$ cat src/rtl/icache_refill_ctrl_pkg.sv
// Shared types and widths for the instruction-cache refill path.
// Imported by icache_refill_ctrl.
package icache_pkg;

  typedef enum logic [2:0] {
    IDLE,
    REQ0,
    REQ1,
    FILL,
    HOLD
  } state_e;

  localparam int BLK_OFF_W = 3;
  localparam int WORD_W    = 32;
  localparam int BLK_W     = 64;
  localparam int CNT_W     = 20;

  function automatic logic [WORD_W-1:0] blk_base(
    input logic [WORD_W-1:0] pc
  );
    return {pc[WORD_W-1:BLK_OFF_W], {BLK_OFF_W{1'b0}}};
  endfunction

endpackage

$ cat src/rtl/icache_refill_ctrl.sv
// Two-beat miss refill FSM for the 2-word instruction cache.
// Optional fill/stall statistics: define REFILL_STATS_EN.
import icache_pkg::*;

module icache_refill_ctrl #(
  parameter int TIMEOUT = 255
) (
  input  logic                CLK,
  input  logic                RESET_N,
  input  logic [WORD_W-1:0]   PC,
  input  logic                NOT_JUMPED,
  input  logic                HitWrite,
  output logic                MEM_REQ,
  output logic [WORD_W-1:0]   MEM_ADDR,
  input  logic                MEM_ACK,
  input  logic [WORD_W-1:0]   MEM_RDATA,
  output logic                Access_MM,
  output logic [BLK_W-1:0]    Data_MM,
  output logic                BUSY,
  output logic                ERR,
  output logic [CNT_W-1:0]    CNT_REFILL,
  output logic [CNT_W-1:0]    CNT_STALL
);

  localparam logic [15:0] TMO_LAST = 16'(TIMEOUT - 1);

  state_e              r_state;
  logic [WORD_W-1:0]   r_base;
  logic [WORD_W-1:0]   r_addr;
  logic                r_req;
  logic [BLK_W-1:0]    r_data;
  logic                r_err;
  logic [15:0]         r_timer;

  logic w_miss;
  logic w_match;
  logic w_tmo;
  logic w_fill;

  assign w_miss  = NOT_JUMPED & ~HitWrite & ~r_err;
  assign w_match = NOT_JUMPED & (blk_base(PC) == r_base);
  assign w_tmo   = (r_timer == TMO_LAST);
  assign w_fill  = (r_state == FILL) & w_match;

  always_ff @(posedge CLK or negedge RESET_N) begin
    if (!RESET_N) begin
      r_state <= IDLE;
      r_base  <= '0;
      r_addr  <= '0;
      r_req   <= 1'b0;
      r_data  <= '0;
      r_err   <= 1'b0;
      r_timer <= '0;
    end else begin
      case (r_state)
        IDLE: begin
          if (w_miss) begin
            r_base  <= blk_base(PC);
            r_addr  <= blk_base(PC);
            r_req   <= 1'b1;
            r_timer <= '0;
            r_state <= REQ0;
          end
        end
        REQ0: begin
          // An ACK in the last allowed cycle still completes the beat
          if (MEM_ACK) begin
            r_data[63:32] <= MEM_RDATA;
            r_addr        <= r_base + 32'd4;
            r_timer       <= '0;
            r_state       <= REQ1;
          end else if (w_tmo) begin
            r_err   <= 1'b1;
            r_req   <= 1'b0;
            r_state <= IDLE;
          end else begin
            r_timer <= r_timer + 16'd1;
          end
        end
        REQ1: begin
          if (MEM_ACK) begin
            r_data[31:0] <= MEM_RDATA;
            r_req        <= 1'b0;
            r_timer      <= '0;
            r_state      <= FILL;
          end else if (w_tmo) begin
            r_err   <= 1'b1;
            r_req   <= 1'b0;
            r_state <= IDLE;
          end else begin
            r_timer <= r_timer + 16'd1;
          end
        end
        FILL: begin
          r_state <= w_match ? HOLD : IDLE;
        end
        HOLD: begin
          r_state <= IDLE;
        end
        default: begin
          r_state <= IDLE;
        end
      endcase
    end
  end

  assign MEM_REQ   = r_req;
  assign MEM_ADDR  = r_addr;
  assign Data_MM   = r_data;
  assign ERR       = r_err;
  assign BUSY      = (r_state != IDLE);
  assign Access_MM = w_fill;

`ifdef REFILL_STATS_EN
  logic [CNT_W-1:0] r_cnt_refill;
  logic [CNT_W-1:0] r_cnt_stall;

  always_ff @(posedge CLK or negedge RESET_N) begin
    if (!RESET_N) begin
      r_cnt_refill <= '0;
      r_cnt_stall  <= '0;
    end else begin
      if (w_fill && (r_cnt_refill != '1))
        r_cnt_refill <= r_cnt_refill + 1'b1;
      if (BUSY && (r_cnt_stall != '1))
        r_cnt_stall <= r_cnt_stall + 1'b1;
    end
  end

  assign CNT_REFILL = r_cnt_refill;
  assign CNT_STALL  = r_cnt_stall;
`else
  assign CNT_REFILL = '0;
  assign CNT_STALL  = '0;
`endif

endmodule

$ cat config.mk
export PLATFORM = sky130hd
export DESIGN_NAME = icache_refill_ctrl
export DESIGN_NICKNAME = d
export VERILOG_FILES = /design/src/rtl/icache_refill_ctrl_pkg.sv /design/src/rtl/icache_refill_ctrl.sv
export SDC_FILE = /design/constraint.sdc
export NUM_CORES = 1
export LEC_CHECK = 0
export ABC_AREA = 0
export CAP_MARGIN = 5
export CELL_PAD_IN_SITES_DETAIL_PLACEMENT = 0
export CELL_PAD_IN_SITES_GLOBAL_PLACEMENT = 1
export CORE_ASPECT_RATIO = 0.8
export CORE_UTILIZATION = 37
export DETAILED_ROUTE_END_ITERATION = 7
export GPL_TIMING_DRIVEN = 0
export PLACE_DENSITY_LB_ADDON = 0.1
export SLEW_MARGIN = 5
export SYNTH_ARGS = -nofsm -noshare
export SYNTH_HDL_FRONTEND = slang
export SYNTH_SLANG_ARGS = --single-unit
$ cat constraint.sdc
create_clock -name CLK -period 3.3 [get_ports CLK]
set_input_delay 0.99 -clock CLK [delete_from_list [all_inputs] [get_ports CLK]]
set_output_delay 0.99 -clock CLK [all_outputs]
set_load 0.01 [all_outputs]
==> reports/results.tsv <==
stage	metric	value	unit
status	status	finished with violations	
status	violations	negative setup slack	
grt	gr-total-overflow	0	
final_layout	fillCellCount	1546	
sta	worst_pin_slew	679	ps
setup_path	end_kind	primary output	
clock_network	cts_htree_levels	4	
grt	antenna_found_initial	0	
yosys	synthArstFlopShare	100	%
grt	grt_pass1_wl	27.5	mm
sta	hold_violations	0	
yosys	netlist_top_cells_area	dfrtp_1 (53%), mux2_2 (16%), mux2i_1 (5.5%)	
run	maxCapViolations	0	
final_layout	syn_to_final_growth	42.8	%
clock_network	tritoncts	done	
floorplan	die-area	18800	um2
setup_path	critical_path_class	in2out	
route	drt_iter0_markers	238	
route	drc	0	
floorplan	io_pins	209	
final_layout	fin_area	9650	um2
placement	portBuffers	163	
sta	fin_crit	3340	ps
final_layout	nets	862	
sta	skew	21.4	ps
route	vias	4891	
setup_path	cp.required	2310	ps
placement	gp_congestion	0.773	
hold_path	hold_path.class	reg2reg	
sta	worst_slack	-42.6	ps
route	wirelength	17.3	mm
yosys	yosysWarnings	0	
placement	hpwl	12.2	mm
clock_network	clk_pin_slew	60	ps
floorplan	core-area	17600	um2
sta	min_period_over_period	101	%
grt	grt_pass1_vias	5086	
yosys	netlist.area_leader.share	53.3	%
yosys	postSynthAreaPerCell	12.2	um2
yosys	synth-seq-area-share	53.3	%
final_layout	antenna_cells_inserted	0	
floorplan	die-height	123	um
sta	fmaxAchievable	299	MHz
placement	pre_cts_ws	-1000	ps
yosys	ys_ff_latch	144	
yosys	netlist_area	6760	um2
yosys	syn_inst	553	
placement	dpl-instance-area	8850	um2
clock_network	clockBufferDepth	2	
setup_path	cp.arrival	2350	ps
sta	rsz0062_at_grt	true	
floorplan	die_w	153	um
yosys	synth_top_area_cell	dfrtp_1	
setup_path	reg2reg_setup_slack	430	ps
sta	final-setup-viol-count	1	
yosys	synthFlopType	dfrtp_1	
route	wl_per_cell	16.8	um
floorplan	row_count	43	
setup_path	critPathLaunchType	input port	
final_layout	multi_input_area	2920	um2
power_and_ir_drop	peakVddDrop	0.000493	V
power_and_ir_drop	powerDensity	933	nW/um2
route	ant_nets	0	
route	via_per_inst	4.75	
grt	grt_usage	19.2	%
clock_network	cts_buffers	17	
grt	grt_max_degree	84	
clock_network	cts_hold_buffers	0	
yosys	synth.distinct_cells	47	
sta	relSlewSlack	54.7	%
final_layout	drive_above_1_share	29.9	%
sta	slew_violations	0	
setup_path	crit_path_max_incr_delay	560	ps
yosys	synth_enable_flop_cells	0	
clock_network	clk_latency	430	ps
setup_path	crit_fanout	3	
setup_path	worstPathCellList	clkdlybuf4s50_1, xnor2_1, nand4_1, nor4_4, buf_2	
floorplan	start_util	38.4	%
clock_network	cts-root-buf	clkbuf_16	
power_and_ir_drop	power_leakage	4.29	nW
final_layout	seqCellArea	3600	um2
clock_network	clkSinkCount	144	
setup_path	cp_slowest_cell	clkdlybuf4s50_1	
route	drtPass1Iterations	4	
==> final cells by class <==
type / instances / area share [%]
flip-flops and latches: 144 / 37.3
multi-input cells: 372 / 30.3
repair buffers: 178 / 17.7
plain buffers: 70 / 4.80
clock buffers: 18 / 4.55
well taps: 225 / 2.92
clock inverters: 14 / 2.10
inverters: 8 / 0.311
==> report_power, final <==
| group | leakage (nW) | internal, mW | switching, mW |
|---|---|---|---|
| clock network | 0.312 | 1.30 | 0.789 |
| logic | 2.22 | 2.15 | 1.68 |
| registers | 1.76 | 2.56 | 0.529 |
| total | 4.29 | 6.01 | 3.00 |
==> worst max-delay path: cells and delay by family <==
kind                   cells  cell delay, ps
XOR/XNOR                   1             140
AND/OR/NAND/NOR            2             480
buffers and inverters      2             740
==> synthesized netlist by cell type (2+ instances only) <==
master	count
nand2b_1	3
xor2_1	17
ha_1	2
o21ai_0	31
xnor2_1	13
mux2_2	94
nand4_1	7
or4_1	2
buf_2	16
nor4_1	9
or2b_1	6
buf_4	44
a21oi_1	10
a211oi_1	7
nand2_1	44
buf_6	2
mux2i_1	37
and4_1	4
or3_1	3
inv_1	8
dfrtp_1	144
o211ai_1	2
o21ai_1	2
o31ai_1	2
nand3_1	7
clkbuf_1	8
o22ai_1	2
o21a_1	3
nor2_1	3
nor3_1	3
and3_1	2
==> routing by layer <==
metal  global-route usage, %  up-vias  wire (um)
li1                        -     2337          -
met1                    24.2     2387       7640
met2                    30.4      160       8010
met3                    9.04        7       1570
met4                    3.85        0         97
met5                       0        -          0
==> sequential cells by signal, summed over array words and instances, names as in the netlist <==
signal	cells
MEM_REQ	1
r_base	29
MEM_ADDR	30
ERR	1
Data_MM	64
r_state	3
r_timer	16
==> per-stage QoR <==
step	hold WS [ps]	utilization (%)	setup TNS [ps]	instances	power, mW
2_1_floorplan	507	-	0	594	5.01
3_3_place_gp	464	50.2	-662470	982	6.79
3_5_place_dp	474	50.3	-1000	983	6.89
4_1_cts	488	54.7	0	1027	9.09
5_1_grt	505	54.9	-105	1029	9.57
6_report	481	54.9	-42.6	1029	9.01
==> placed cells by master, fill, tap and decap left out, types with 6 or more instances in the layout <==
master           Yosys  final
mux2_2              94     94
clkbuf_1             8      8
buf_4               44     58
xor2_1              17     12
xnor2_1             13     11
o21ai_0             31     31
clkdlybuf4s50_1      0    138
nand3_1              7      7
mux2i_1             37     37
buf_2               16     24
clkbuf_16            0     17
a211oi_1             7      7
or2b_1               6      6
nand2_1             44     44
a21oi_1             10     10
conb_1               1     42
dfrtp_1            144    144
nand4_1              7      7
inv_1                8      8
==> cells by family (layout without fill, tap and decap cells) <==
family / count (synthesis) / after routing / share of synthesized area (%)
XOR/XNOR: 30 / 30 / 3.89
AO/OA/AOI/OAI: 65 / 65 / 5.76
buffers and inverters: 78 / 288 / 7.29
multiplexers: 131 / 131 / 21.1
adder cells (fa/ha/maj): 2 / 2 / 0.370
other: 1 / 42 / 0.0555
flip-flops: 144 / 144 / 53.3
AND/OR/NAND/NOR: 102 / 102 / 8.18
==> what timing repair did <==
item                       in CTS  in global routing
pin swaps                      18                  8
resized for setup              77                 14
setup endpoints to repair       1                  2
setup buffers                  12                  2
==> final timing paths <==
check / from / endpoint / cells past startpoint
setup / recovery: PC[31] / Access_MM / 5
hold / removal: MEM_ADDR[13]$_DFFE_PN0P_ / MEM_ADDR[13]$_DFFE_PN0P_ / 2
setup reg to reg: r_base[11]$_DFFE_PN0P_ / r_state[2]$_DFFE_PN0P_ / 16
hold reg to reg: MEM_ADDR[13]$_DFFE_PN0P_ / MEM_ADDR[13]$_DFFE_PN0P_ / 2
max in group asynchronous: RESET_N / r_timer[0]$_DFFE_PN0P_ / 2
min in group asynchronous: RESET_N / Data_MM[47]$_DFFE_PN0P_ / 1
Note: power is estimated with default switching activity, not from simulation.
==> patch (same flow settings) <==
Build with the macro `REFILL_STATS_EN` defined.
--- a/src/rtl/icache_refill_ctrl.sv
+++ b/src/rtl/icache_refill_ctrl.sv
@@ -1,4 +1,6 @@
 // Two-beat miss refill FSM for the 2-word instruction cache.
 // Optional fill/stall statistics: define REFILL_STATS_EN.
+`define REFILL_STATS_EN
+
 import icache_pkg::*;
 
Behaviour: not the same (Yosys sat finds a counterexample within 4 cycles, from zero or initial values and one cycle with RESET_N low).
==> patch against the original RTL <==
Clock skew decreased by 9.2 ps. Die area increased by 22%. Final area increased by 19%. Power increased by 6.5%. Sequential cell count increased by 40. Wire length increased by 26%. Area after synthesis increased by 22%. Worst setup slack improved by 92 ps. Register-to-register slack improved by 150 ps. Sequential share of layout area increased by 2.8 points. Largest power group unchanged.
==> patch: results (changes against the original RTL) <==
XOR/XNOR share of the synthesized area -> 0.0785 (was 0.0389)
Final setup vio count -> 0 (was 1)
Commonest cells post-synth -> dfrtp_1, mux2_2, nand2_1 (was dfrtp_1, mux2_2, buf_4, nand2_1, mux2i_1)
Placed Cells -> 1,188 (was 983)
DRT iter0 DRCs -> 354 (was 238)
Initial antenna violation count -> 0 (unchanged)
Comb. pwr -> 3.94 mW (was 3.82 mW)
Max FFs per register -> 64 (unchanged)
Slowest cell on crit path -> nor4_1 (was clkdlybuf4s50_1)
Vias in the first global route -> 6,267 (was 5,086)
Vias per inst -> 4.93 (was 4.75)
Largest net degree at the start of global routing -> 101 (was 84)
CP peak stage delay -> 290 ps (was 560 ps)
Cell count after synthesis -> 683 (was 553)
CP delay by family, top -> simple AND/OR/NAND/NOR gates (was buffers and inverters)
Gpl congestion -> 0.809 (was 0.773)
Compound-gate portion of the synthesized area -> 0.0410 (was 0.0576)
Worst-path clk slew -> 70 ps
Commonest register cell after synthesis -> dfrtp_1 (unchanged)
Area contributors post-synth -> dfrtp_1, mux2_2, xnor2_1 (was dfrtp_1, mux2_2, mux2i_1)
Number of distinct library cells after synthesis -> 47 (unchanged)
Final Routed Wirelength -> 21,700 um (was 17,300 um)
Worst Hold Class -> flip-flop to flip-flop (unchanged)
P_leak -> 4.88 nW (was 4.29 nW)
Post-CTS Setup Repair Bufs -> 9 (was 12)
HPWL after detailed placement -> 15,500 um (was 12,200 um)
H-tree levels -> 4 (unchanged)
VDD IR max -> 423 uV (was 493 uV)
# diodes -> 0 (unchanged)
Vias -> 6,066 (was 4,891)
First drt pass iteration count -> 7 (was 4)
Number of instances resized during post-cts repair -> 53 (was 77)
Fraction of the mapped netlist area in adder cells -> 0.00606 (was 0.00370)
YS warnings -> 0 (unchanged)
Crit path max fanout -> 3 (unchanged)
Share of layout cells above drive strength 1 -> 0.212 (was 0.299)
IO buf count -> 203 (was 163)
Setup Skew -> 12.2 ps (was 21.4 ps)
Sequential cell area fraction in the yosys report -> 0.557 (was 0.533)
Pint -> 6.31 mW (was 6.01 mW)
First-pass GRT wire length -> 34,400 um (was 27,500 um)
Status -> finished, final reports clean (was finished with violations)
Cell chosen for the clock root -> clkbuf_16 (unchanged)
Nets -> 992 (was 862)
Reg power frac -> 0.385 (was 0.343)
Mux contribution to synthesized area -> 0.161 (was 0.211)
Least-Margin Pin Slew -> 887 ps (was 679 ps)
Post-Place Worst Slack -> -1070 ps (was -1000 ps)
Fill cell count -> 1,889 (was 1,546)
Cts bufs inserted -> 17 (unchanged)
Clock tree buffer depth -> 2 (unchanged)
Post-synth ARST share -> 1.00 (unchanged)
Clk_lat worst skew -> 430 ps (about the same)
GRT Total Usage -> 0.196 (was 0.192)
WP data arrival -> 2260 ps (was 2350 ps)
patch: cell count changes after synthesis, sizes merged, moves of 14 or more:
cell	change
buf	-51
xnor2	+33
and3	+16
nor2	+24
nand4	+14
dfrtp	+40
patch: layout make-up:
cell class,count,share of cell area
clock buffer,19,0.0377
multi-input combinational,464,0.323
tap,300,0.0327
clock inverter,12,0.0100
inverter,9,0.00294
buffer,27,0.0109
timing repair buffer,216,0.182
sequential,184,0.401
patch: through the flow:
stage,instance area (um2),power [mW],util
after floorplan,8260,5.55,-
after global placement,10700,7.48,0.491
after detailed placement,10700,7.57,0.492
after CTS,11400,9.67,0.525
after global routing,11500,10.2,0.528
final,11500,9.59,0.528
patch: path summary, 6_finish.rpt:
path	to	cells past startpoint	slack, ps	startpoint
worst max-delay path	Access_MM	6	50	PC[22]
worst min-delay path	MEM_ADDR[16]	2	480	MEM_ADDR[16]
worst max register to register	CNT_REFILL[14]	13	580	r_base[6]
worst min register to register	MEM_ADDR[16]	2	480	MEM_ADDR[16]
max in group asynchronous	MEM_ADDR[8]	2	1770	RESET_N
min in group asynchronous	r_timer[12]	1	600	RESET_N
patch: logic make-up (layout without fill, tap and decap cells):
logic type / count (synthesis) / in the layout
XOR/XNOR: 74 / 74
other: 1 / 2
buffers and inverters: 36 / 283
multiplexers: 121 / 121
flip-flops: 184 / 184
AND/OR/NAND/NOR: 205 / 205
adder cells (fa/ha/maj): 4 / 4
AO/OA/AOI/OAI: 58 / 58
patch: layer usage:
| layer | global-route usage | up-vias | share of wire |
|---|---|---|---|
| li1 | - | 2864 | - |
| met1 | 0.264 | 3031 | 0.47 |
| met5 | 0 | - | 0 |
| met4 | 0.0495 | 0 | 0.0081 |
| met3 | 0.0713 | 11 | 0.077 |
| met2 | 0.299 | 160 | 0.45 |
